--- config.mk ---
export PLATFORM = sky130hd
export DESIGN_NAME = tlul_gpio_slave
export DESIGN_NICKNAME = d
export VERILOG_FILES = /design/src/rtl/tlul_pkg.sv /design/src/rtl/gpio_in_sync.sv /design/src/rtl/tlul_gpio_slave.sv
export SDC_FILE = /design/constraint.sdc
export NUM_CORES = 1
export LEC_CHECK = 0
export BUFFER_PORTS_ARGS = -buffer_cell sky130_fd_sc_hd__buf_2
export CAP_MARGIN = 20
export CELL_PAD_IN_SITES_DETAIL_PLACEMENT = 1
export CELL_PAD_IN_SITES_GLOBAL_PLACEMENT = 1
export CORE_AREA = 2 2 157 159
export CTS_CLUSTER_DIAMETER = 40
export DETAILED_ROUTE_END_ITERATION = 8
export DIE_AREA = 0 0 159 161
export PLACE_DENSITY_LB_ADDON = 0.1
export RECOVER_POWER = 25
export SKIP_LAST_GASP = 1
export SYNTH_ARGS = -nofsm -noshare
export SYNTH_HDL_FRONTEND = slang
export SYNTH_SLANG_ARGS = --single-unit
--- constraint.sdc ---
create_clock -name clk -period 3.55 [get_ports clk]
set_input_delay 0.355 -clock clk [delete_from_list [all_inputs] [get_ports clk]]
set_output_delay 0.355 -clock clk [all_outputs]
set_load 0.02 [all_outputs]
--- src/rtl/tlul_pkg.sv ---
// rtl/tlul_pkg.sv - shared TL-UL opcodes, GPIO register offsets and responder FSM states
package tlul_pkg;

    // Channel A request opcodes
    localparam logic [2:0] PUT_FULL        = 3'd0;
    localparam logic [2:0] PUT_PARTIAL     = 3'd1;
    localparam logic [2:0] GET             = 3'd4;

    // Channel D response opcodes
    localparam logic [2:0] ACCESS_ACK      = 3'd0;
    localparam logic [2:0] ACCESS_ACK_DATA = 3'd1;

    // GPIO register offsets within the 4 KB window
    localparam logic [11:0] OFF_DATA_IN     = 12'h000;
    localparam logic [11:0] OFF_DATA_OUT    = 12'h004;
    localparam logic [11:0] OFF_DIR         = 12'h008;
    localparam logic [11:0] OFF_INTR_STATE  = 12'h00C;
    localparam logic [11:0] OFF_INTR_ENABLE = 12'h010;

    // One transaction outstanding: either waiting for a request or presenting a response
    typedef enum logic {
        ST_IDLE = 1'b0,
        ST_RESP = 1'b1
    } tl_state_e;

    // Expand a 4-bit byte-lane mask into a 32-bit bit mask
    function automatic logic [31:0] mask_to_bits(input logic [3:0] m);
        logic [31:0] b;
        b = '0;
        for (int i = 0; i < 4; i++) begin
            b[i*8 +: 8] = {8{m[i]}};
        end
        return b;
    endfunction

endpackage

--- src/rtl/gpio_in_sync.sv ---
// rtl/gpio_in_sync.sv - two-flop pad synchronizer with rising-edge detect
module gpio_in_sync #(
    parameter int WIDTH = 32
) (
    input  logic             clk_i,
    input  logic             rst_ni,
    input  logic [WIDTH-1:0] gpio_i,
    output logic [WIDTH-1:0] sync_o,
    output logic [WIDTH-1:0] rise_o
);

    logic [WIDTH-1:0] meta_q;
    logic [WIDTH-1:0] sync_q;
    logic [WIDTH-1:0] prev_q;

    // Synchronizer chain followed by the previous-value register for edge detection
    always_ff @(posedge clk_i) begin
        if (!rst_ni) begin
            meta_q <= '0;
            sync_q <= '0;
            prev_q <= '0;
        end else begin
            meta_q <= gpio_i;
            sync_q <= meta_q;
            prev_q <= sync_q;
        end
    end

    assign sync_o = sync_q;
    assign rise_o = sync_q & ~prev_q;

endmodule

--- src/rtl/tlul_gpio_slave.sv ---
// rtl/tlul_gpio_slave.sv - TL-UL slave endpoint for a 32-bit GPIO register block
module tlul_gpio_slave
    import tlul_pkg::*;
#(
    parameter int                    ADDR_WIDTH = 32,
    parameter int                    DATA_WIDTH = 32,
    parameter int                    SIZE_WIDTH = 3,
    parameter int                    SRC_WIDTH  = 2,
    parameter int                    SINK_WIDTH = 1,
    parameter logic [ADDR_WIDTH-1:0] BASE_ADDR  = 32'h0000_0000,
    parameter logic [ADDR_WIDTH-1:0] BASE_MASK  = 32'hFFFF_F000
) (
    input  logic                    clk,
    input  logic                    reset_n,
    input  logic                    a_valid,
    output logic                    a_ready,
    input  logic [2:0]              a_opcode,
    input  logic [2:0]              a_param,
    input  logic [SIZE_WIDTH-1:0]   a_size,
    input  logic [SRC_WIDTH-1:0]    a_source,
    input  logic [ADDR_WIDTH-1:0]   a_address,
    input  logic [DATA_WIDTH/8-1:0] a_mask,
    input  logic [DATA_WIDTH-1:0]   a_data,
    output logic                    d_valid,
    input  logic                    d_ready,
    output logic [2:0]              d_opcode,
    output logic [2:0]              d_param,
    output logic [SIZE_WIDTH-1:0]   d_size,
    output logic [SRC_WIDTH-1:0]    d_source,
    output logic [SINK_WIDTH-1:0]   d_sink,
    output logic [DATA_WIDTH-1:0]   d_data,
    output logic                    d_error,
    input  logic [31:0]             gpio_in,
    output logic [31:0]             gpio_out,
    output logic [31:0]             gpio_oe,
    output logic                    intr
);

    tl_state_e state_q, state_d;

    logic [31:0] data_out_q, data_out_d;
    logic [31:0] dir_q, dir_d;
    logic [31:0] intr_state_q, intr_state_d;
    logic [31:0] intr_enable_q, intr_enable_d;

    logic [2:0]            rsp_opcode_q;
    logic [SIZE_WIDTH-1:0] rsp_size_q;
    logic [SRC_WIDTH-1:0]  rsp_source_q;
    logic [DATA_WIDTH-1:0] rsp_data_q;
    logic                  rsp_error_q;

    logic [31:0]           data_in;
    logic [31:0]           rise;
    logic                  accept;
    logic [11:0]           offset;
    logic                  is_get;
    logic                  is_put;
    logic                  off_hit;
    logic                  req_err;
    logic [DATA_WIDTH-1:0] rdata;
    logic [31:0]           bit_mask;
    logic [31:0]           wr_bits;
    logic [31:0]           w1c;
    logic                  wr_en;
    logic                  unused_a_param;

    // a_param carries no meaning for this responder
    assign unused_a_param = ^a_param;

    gpio_in_sync #(
        .WIDTH (32)
    ) u_gpio_in_sync (
        .clk_i  (clk),
        .rst_ni (reset_n),
        .gpio_i (gpio_in),
        .sync_o (data_in),
        .rise_o (rise)
    );

    // Handshake FSM: accept one request in IDLE, present its response in RESP
    always_comb begin
        state_d = state_q;
        a_ready = 1'b0;
        d_valid = 1'b0;
        case (state_q)
            ST_IDLE: begin
                a_ready = reset_n;
                if (a_valid && reset_n) begin
                    state_d = ST_RESP;
                end
            end
            ST_RESP: begin
                d_valid = 1'b1;
                if (d_ready) begin
                    state_d = ST_IDLE;
                end
            end
            default: state_d = ST_IDLE;
        endcase
    end

    assign accept = a_valid & a_ready;

    // Request decode: legality checks and read-data mux on the current register values
    always_comb begin
        offset  = a_address[11:0];
        is_get  = (a_opcode == GET);
        is_put  = (a_opcode == PUT_FULL) || (a_opcode == PUT_PARTIAL);
        off_hit = 1'b1;
        rdata   = '0;
        case (offset)
            OFF_DATA_IN:     rdata = data_in;
            OFF_DATA_OUT:    rdata = data_out_q;
            OFF_DIR:         rdata = dir_q;
            OFF_INTR_STATE:  rdata = intr_state_q;
            OFF_INTR_ENABLE: rdata = intr_enable_q;
            default:         off_hit = 1'b0;
        endcase
        req_err = !(is_get || is_put)
               || (a_size > SIZE_WIDTH'(2))
               || (a_address[1:0] != 2'b00)
               || ((a_address & BASE_MASK) != BASE_ADDR)
               || !off_hit
               || (is_put && (offset == OFF_DATA_IN));
    end

    // Register next-state: byte-lane writes, W1C on INTR_STATE, hardware rise wins over clear
    always_comb begin
        bit_mask      = mask_to_bits(a_mask);
        wr_bits       = a_data & bit_mask;
        wr_en         = accept && is_put && !req_err;
        data_out_d    = data_out_q;
        dir_d         = dir_q;
        intr_enable_d = intr_enable_q;
        w1c           = '0;
        if (wr_en) begin
            case (offset)
                OFF_DATA_OUT:    data_out_d    = (data_out_q & ~bit_mask) | wr_bits;
                OFF_DIR:         dir_d         = (dir_q & ~bit_mask) | wr_bits;
                OFF_INTR_ENABLE: intr_enable_d = (intr_enable_q & ~bit_mask) | wr_bits;
                OFF_INTR_STATE:  w1c           = wr_bits;
                default:         ;
            endcase
        end
        intr_state_d = (intr_state_q & ~w1c) | rise;
    end

    // State, register file and response latch; response fields only load on accept
    always_ff @(posedge clk) begin
        if (!reset_n) begin
            state_q       <= ST_IDLE;
            data_out_q    <= '0;
            dir_q         <= '0;
            intr_state_q  <= '0;
            intr_enable_q <= '0;
            rsp_opcode_q  <= '0;
            rsp_size_q    <= '0;
            rsp_source_q  <= '0;
            rsp_data_q    <= '0;
            rsp_error_q   <= 1'b0;
        end else begin
            state_q       <= state_d;
            data_out_q    <= data_out_d;
            dir_q         <= dir_d;
            intr_state_q  <= intr_state_d;
            intr_enable_q <= intr_enable_d;
            if (accept) begin
                rsp_opcode_q <= is_get ? ACCESS_ACK_DATA : ACCESS_ACK;
                rsp_size_q   <= a_size;
                rsp_source_q <= a_source;
                rsp_data_q   <= (is_get && !req_err) ? rdata : '0;
                rsp_error_q  <= req_err;
            end
        end
    end

    assign d_opcode = rsp_opcode_q;
    assign d_param  = '0;
    assign d_size   = rsp_size_q;
    assign d_source = rsp_source_q;
    assign d_sink   = '0;
    assign d_data   = rsp_data_q;
    assign d_error  = rsp_error_q;

    assign gpio_out = data_out_q;
    assign gpio_oe  = dir_q;
    assign intr     = |(intr_state_q & intr_enable_q);

endmodule

-- Yosys cells after proc, flatten, opt, wreduce, memory -nomap -nowiden
Cells that the tools add are included.
- logic and storage cells: 71
- bits of input ports: 115
- output and inout bits: 112
- register bits after elaboration: 266
- mux-type cells: 11
- magnitude comparators: 1
- equal/unequal tests: 6
- bitwise operators: 16
- reductions and logical operators: 24
- operators with widths (cell ; number):
    32-bit bitwise AND ; 7
    32-bit case mux with 5 select lines ; 1
    32-bit OR ; 4
    32-bit 2-to-1 mux ; 3
    32-bit NOT ; 3
    32-bit nonzero test ; 1
    32-bit OR reduction ; 1
    12-bit by 4-bit == test with 1-bit output (second input constant) ; 2
    12-bit by 3-bit == test with 1-bit output (second input constant) ; 1
    12-bit by 5-bit == test with 1-bit output (second input constant) ; 1
    12-bit logical NOT ; 1
    1-bit logical OR ; 7
    1-bit 2-to-1 mux ; 6
    2-bit AND reduction ; 3
    1-bit logical AND ; 5
    5-bit OR reduction ; 1
    3-bit by 1-bit == test with 1-bit output (second input constant) ; 1
    3-bit == test (second input constant) ; 1
    3-bit by 2-bit greater-than comparator with 1-bit output (second input constant) ; 1
    1-bit logical NOT ; 3
    3-bit logical NOT ; 1
    1-bit case mux with 2 select lines ; 1
    2-bit nonzero test ; 1
    1-bit bitwise AND ; 1
    1-bit NOT ; 1

-- Logic depth before layout (Yosys ltp)
- depth after elaboration: 15
- depth in mapped cells: 7
- depth with buffers taken out: 5

-- Modules after synthesis
A second synthesis with hierarchy kept.
- cell total of the unflattened synthesis: 1083
- area, all modules: 10438.8 µm²
- modules (own cells, without submodules) (module ; instances ; cells each ; seq. area each (µm²) ; area an instance (µm²)):
    tlul_gpio_slave ; 1 ; 849 ; 3363.2 ; 7634.8
    gpio_in_sync ; 1 ; 234 ; 1921.8 ; 2803.9

-- Least setup slack after synthesis
No wires, ideal clock.
- kind: flip-flop to flip-flop
- start point: register state_q
- end point: register (tool-made name)
- data required time: 3478 ps
- setup time: 72 ps
- clock period less this slack: 2197 ps
- path buffers: 1
- stages on the path, launching flop included: 7
- data arrival time: 2126 ps
- setup slack: 1353 ps
- cell sequence: dfxtp_1 -> nor2b_1 -> and2_1 -> clkbuf_1 -> nand4_2 -> nor3_4 -> mux2i_1
- RTL lines (what ; RTL line ; text):
    start: declaration ; tlul_gpio_slave.sv:39 ; tl_state_e state_q, state_d;
    start signal: assignment ; tlul_gpio_slave.sv:162 ; state_q <= state_d;

-- Final worst setup path
- start point: register intr_state_q[5]
- end point: output port intr
- cells in the longest elaborated chain, start to end: 2
- RTL lines (what ; RTL line ; text):
    start: declaration ; tlul_gpio_slave.sv:43 ; logic [31:0] intr_state_q, intr_state_d;
    start signal: assignment ; tlul_gpio_slave.sv:165 ; intr_state_q <= intr_state_d;
    32-bit bitwise AND ; tlul_gpio_slave.sv:187 ; assign intr = |(intr_state_q & intr_enable_q);
    32-bit OR reduction ; tlul_gpio_slave.sv:187 ;
    end: declaration ; tlul_gpio_slave.sv:36 ; output logic intr
No other way between the ends.

==> key figures <==
Status
  • Status: finished, violations left
  • Failing checks: max-capacitance violations, max-slew violations

Worst setup path
  • FF-to-FF Start: state_q
  • Worst Setup Start Kind: register
  • Worst setup path class: reg -> out
  • R2R setup slack: 1.05 ns
  • Max FO, Critical Path: 3
  • Worst EP arrival: 2.48 ns
  • Required time worst endpoint: 3.19 ns
  • Reg2Reg Depth: 5
  • Worst Setup End Kind: output port
  • Worst reg2reg path endpoint: d_data[31]

Clock tree
  • Clk sinks: 264
  • Hold buffers post-CTS: 0
  • Number of post-CTS setup repair buffers: 0
  • CTS tree: done
  • Clk pin slew, worst setup/hold paths: 0.05 ns
  • CTS resizes: 0
  • CTS Buf Count: 39
  • Worst-case clock buffer depth: 3
  • Clk Latency, worst-skew pair: 0.53 ns
  • H-tree depth: 2
  • Clk root buf: clkbuf_16

Floorplan
  • # IOs: 227
  • Number of placement rows: 57
  • Die area: 0.0256 mm²
  • Core ar.: 0.0240 mm²
  • Die span in y: 161 µm
  • Die X-Extent: 159 µm
  • Initial core utilization: 44.0%

Power and ir drop
  • Lkg Pwr: 5.52 nW
  • Max rail drop VDD: 0.000297 V
  • Pwr dens: 557 mW/mm²
  • Design Power: 7.40 mW

Synthesis
  • Synth top area share: 50.1%
  • Primary FF master, synth: dfxtp_1
  • Post-synth EDFFs: 0
  • Synth Register Bits: 264
  • Adder-cell share of the synthesized area: 0%
  • Synth unique cells: 45
  • Post-synth top area cell: dfxtp_1
  • Top cells by area, synth: dfxtp_1 50%, mux2i_1 9.1%, and2_1 5.8%, nand2_1 5.4%, nor2b_1 3.9%
  • Top-count cell post-synth: dfxtp_1
  • XOR/XNOR share of the synthesized area: 0%
  • Compound-cell area share of the yosys netlist: 12.2%
  • Simple-gate area share of the yosys netlist: 22.1%
  • Asr flop ratio synth: 0%
  • Mean post-synth cell area: 9.97 µm²
  • Largest family of logic cells by synthesized area: simple AND/OR/NAND/NOR gates
  • Ys Warns: 0
  • Netlist Area Pre-Place: 0.0105 mm²
  • Mapped Cells: 1,058
  • Synth top cells by count: 264 x dfxtp_1, 151 x nand2_1, 98 x and2_1
  • Mux cell area share after synthesis: 12.6%
  • Seq/Total Area, Yosys: 50.1%

Layout
  • Multi-input logic area: 0.00499 mm²
  • FILL cells: 2,788
  • Layout cell share with drive strength beyond 1: 26.0%
  • Synthesis-to-finish area growth: 26.1%
  • Layout net count: 1,393
  • FF/Latch Area: 0.00529 mm²

Worst hold path
  • Worst Hold Endpoint: u_gpio_in_sync.meta_q[26]
  • Min-Delay Path Class: in -> reg
  • Cell count of the worst hold path: 2
  • Hold_sp: gpio_in[26]

GRT
  • GRT Util Overall: 26.2%
  • Total gr overflow: 0
  • Vias in the first global route: 9,152
  • Largest net degree at the start of global routing: 105
  • First-pass GRT wire length: 52,500 µm
  • Initial antenna violation count: 1

Route
  • Detail Route Antenna Nets: 0
  • Wire per inst: 20.8 µm
  • DR vias/cell: 5.41
  • Initial DRT Pass Iterations: 4
  • Initial DRC Count: 458
  • Vias: 8,820
  • Final WL: 34,000 µm
  • Residual DRC: 0

Timing
  • Setup repair after global routing missed its margin: false
  • Maximum clock frequency: 353 MHz
  • Final setup viols: 0
  • Worst Tran Pin Value: 1.87 ns
  • Clock skew: 0.0263 ns
  • Relative slew slack: -24.9%
  • Pins Over Slew Limit: 204
  • Final Critical Period: 2.83 ns
  • Setup TNS: 0 ns
  • Final worst path period share: 79.8%
  • Final Hold Fails: 0

Job
  • Max capacitance violation total: 2

Placement
  • Port Buffer Count: 217
  • Final HPWL DP: 23,100 µm
  • Final RePlAce weighted congestion: 0.801
## per-layer routing
layer | track usage [%] | part of all wire (%) | vias up
met5 | 0 | 0 | -
met4 | 8.60 | 2.1 | 0
met3 | 4.42 | 5.4 | 50
met2 | 45.2 | 48 | 266
met1 | 33.6 | 44 | 4355
li1 | - | - | 4149
## final cells by class
cell class                 instances  share of cell area [%]
tap                              324                    3.05
timing repair buffer             242                    9.36
inverter                           1                  0.0282
multi-input combinational        730                    37.5
antenna                            1                  0.0188
clock buffer                      51                    8.29
sequential                       264                    39.8
clock inverter                    18                    1.97
## per-stage QoR
step	hold slack, ns	util, %	cell area [µm²]	setup slack (ns)	cells
CTS	0.0102	55.6	13300	0.676	1629
global placement	0.414	49.9	12000	0.651	1560
detailed placement	0.421	49.9	12000	0.623	1560
finish	0.0286	55.5	13300	0.719	1631
global route	0.0244	55.5	13300	0.624	1631
floorplan	0.412	-	10600	1.35	1063
## power breakdown
group	switching, mW	internal, mW
Combinational	0.208	0.134
Sequential	0.0432	3.04
Clock	1.42	2.56
## cells in the final DEF (no fill, tap or decap), types with 32 or more instances in the layout
cell type / synthesis / routed
buf_2: 3 / 186
and2_1: 98 / 78
nand2_1: 151 / 151
a22oi_1: 43 / 43
nor2b_1: 66 / 66
clkbuf_1: 49 / 35
mux2i_1: 96 / 96
dfxtp_1: 264 / 264
clkbuf_16: 0 / 40
nor2_1: 38 / 35
o21ai_0: 34 / 34
a21oi_1: 32 / 32
## worst max-delay path: stages, from the launching register on
cell and delay (ns):
dfxtp_1 0.32, a22o_1 0.28, a221oi_1 0.45, nand3_1 0.13
or4_1 0.58, buf_2 0.19
## cells by family (layout without fill, tap and decap cells)
| logic type | after synthesis | in the layout |
|---|---|---|
| compound gates | 182 | 182 |
| buf+inv | 69 | 312 |
| flops | 264 | 264 |
| mux | 128 | 128 |
| other cells | 1 | 7 |
| simple gates | 414 | 414 |
## how the worst max path moves through the flow
stage,startpoint,endpoint,slack [ns],depth (start not counted)
after detailed placement,a_address[2],register,0.62,6
after global placement,a_address[2],register,0.65,6
after CTS,intr_state_q[5],intr,0.68,5
final,intr_state_q[5],intr,0.72,5
after global routing,intr_state_q[5],intr,0.62,5
after floorplan,state_q,register,1.35,6
Power figures use the tool's default switching activity.
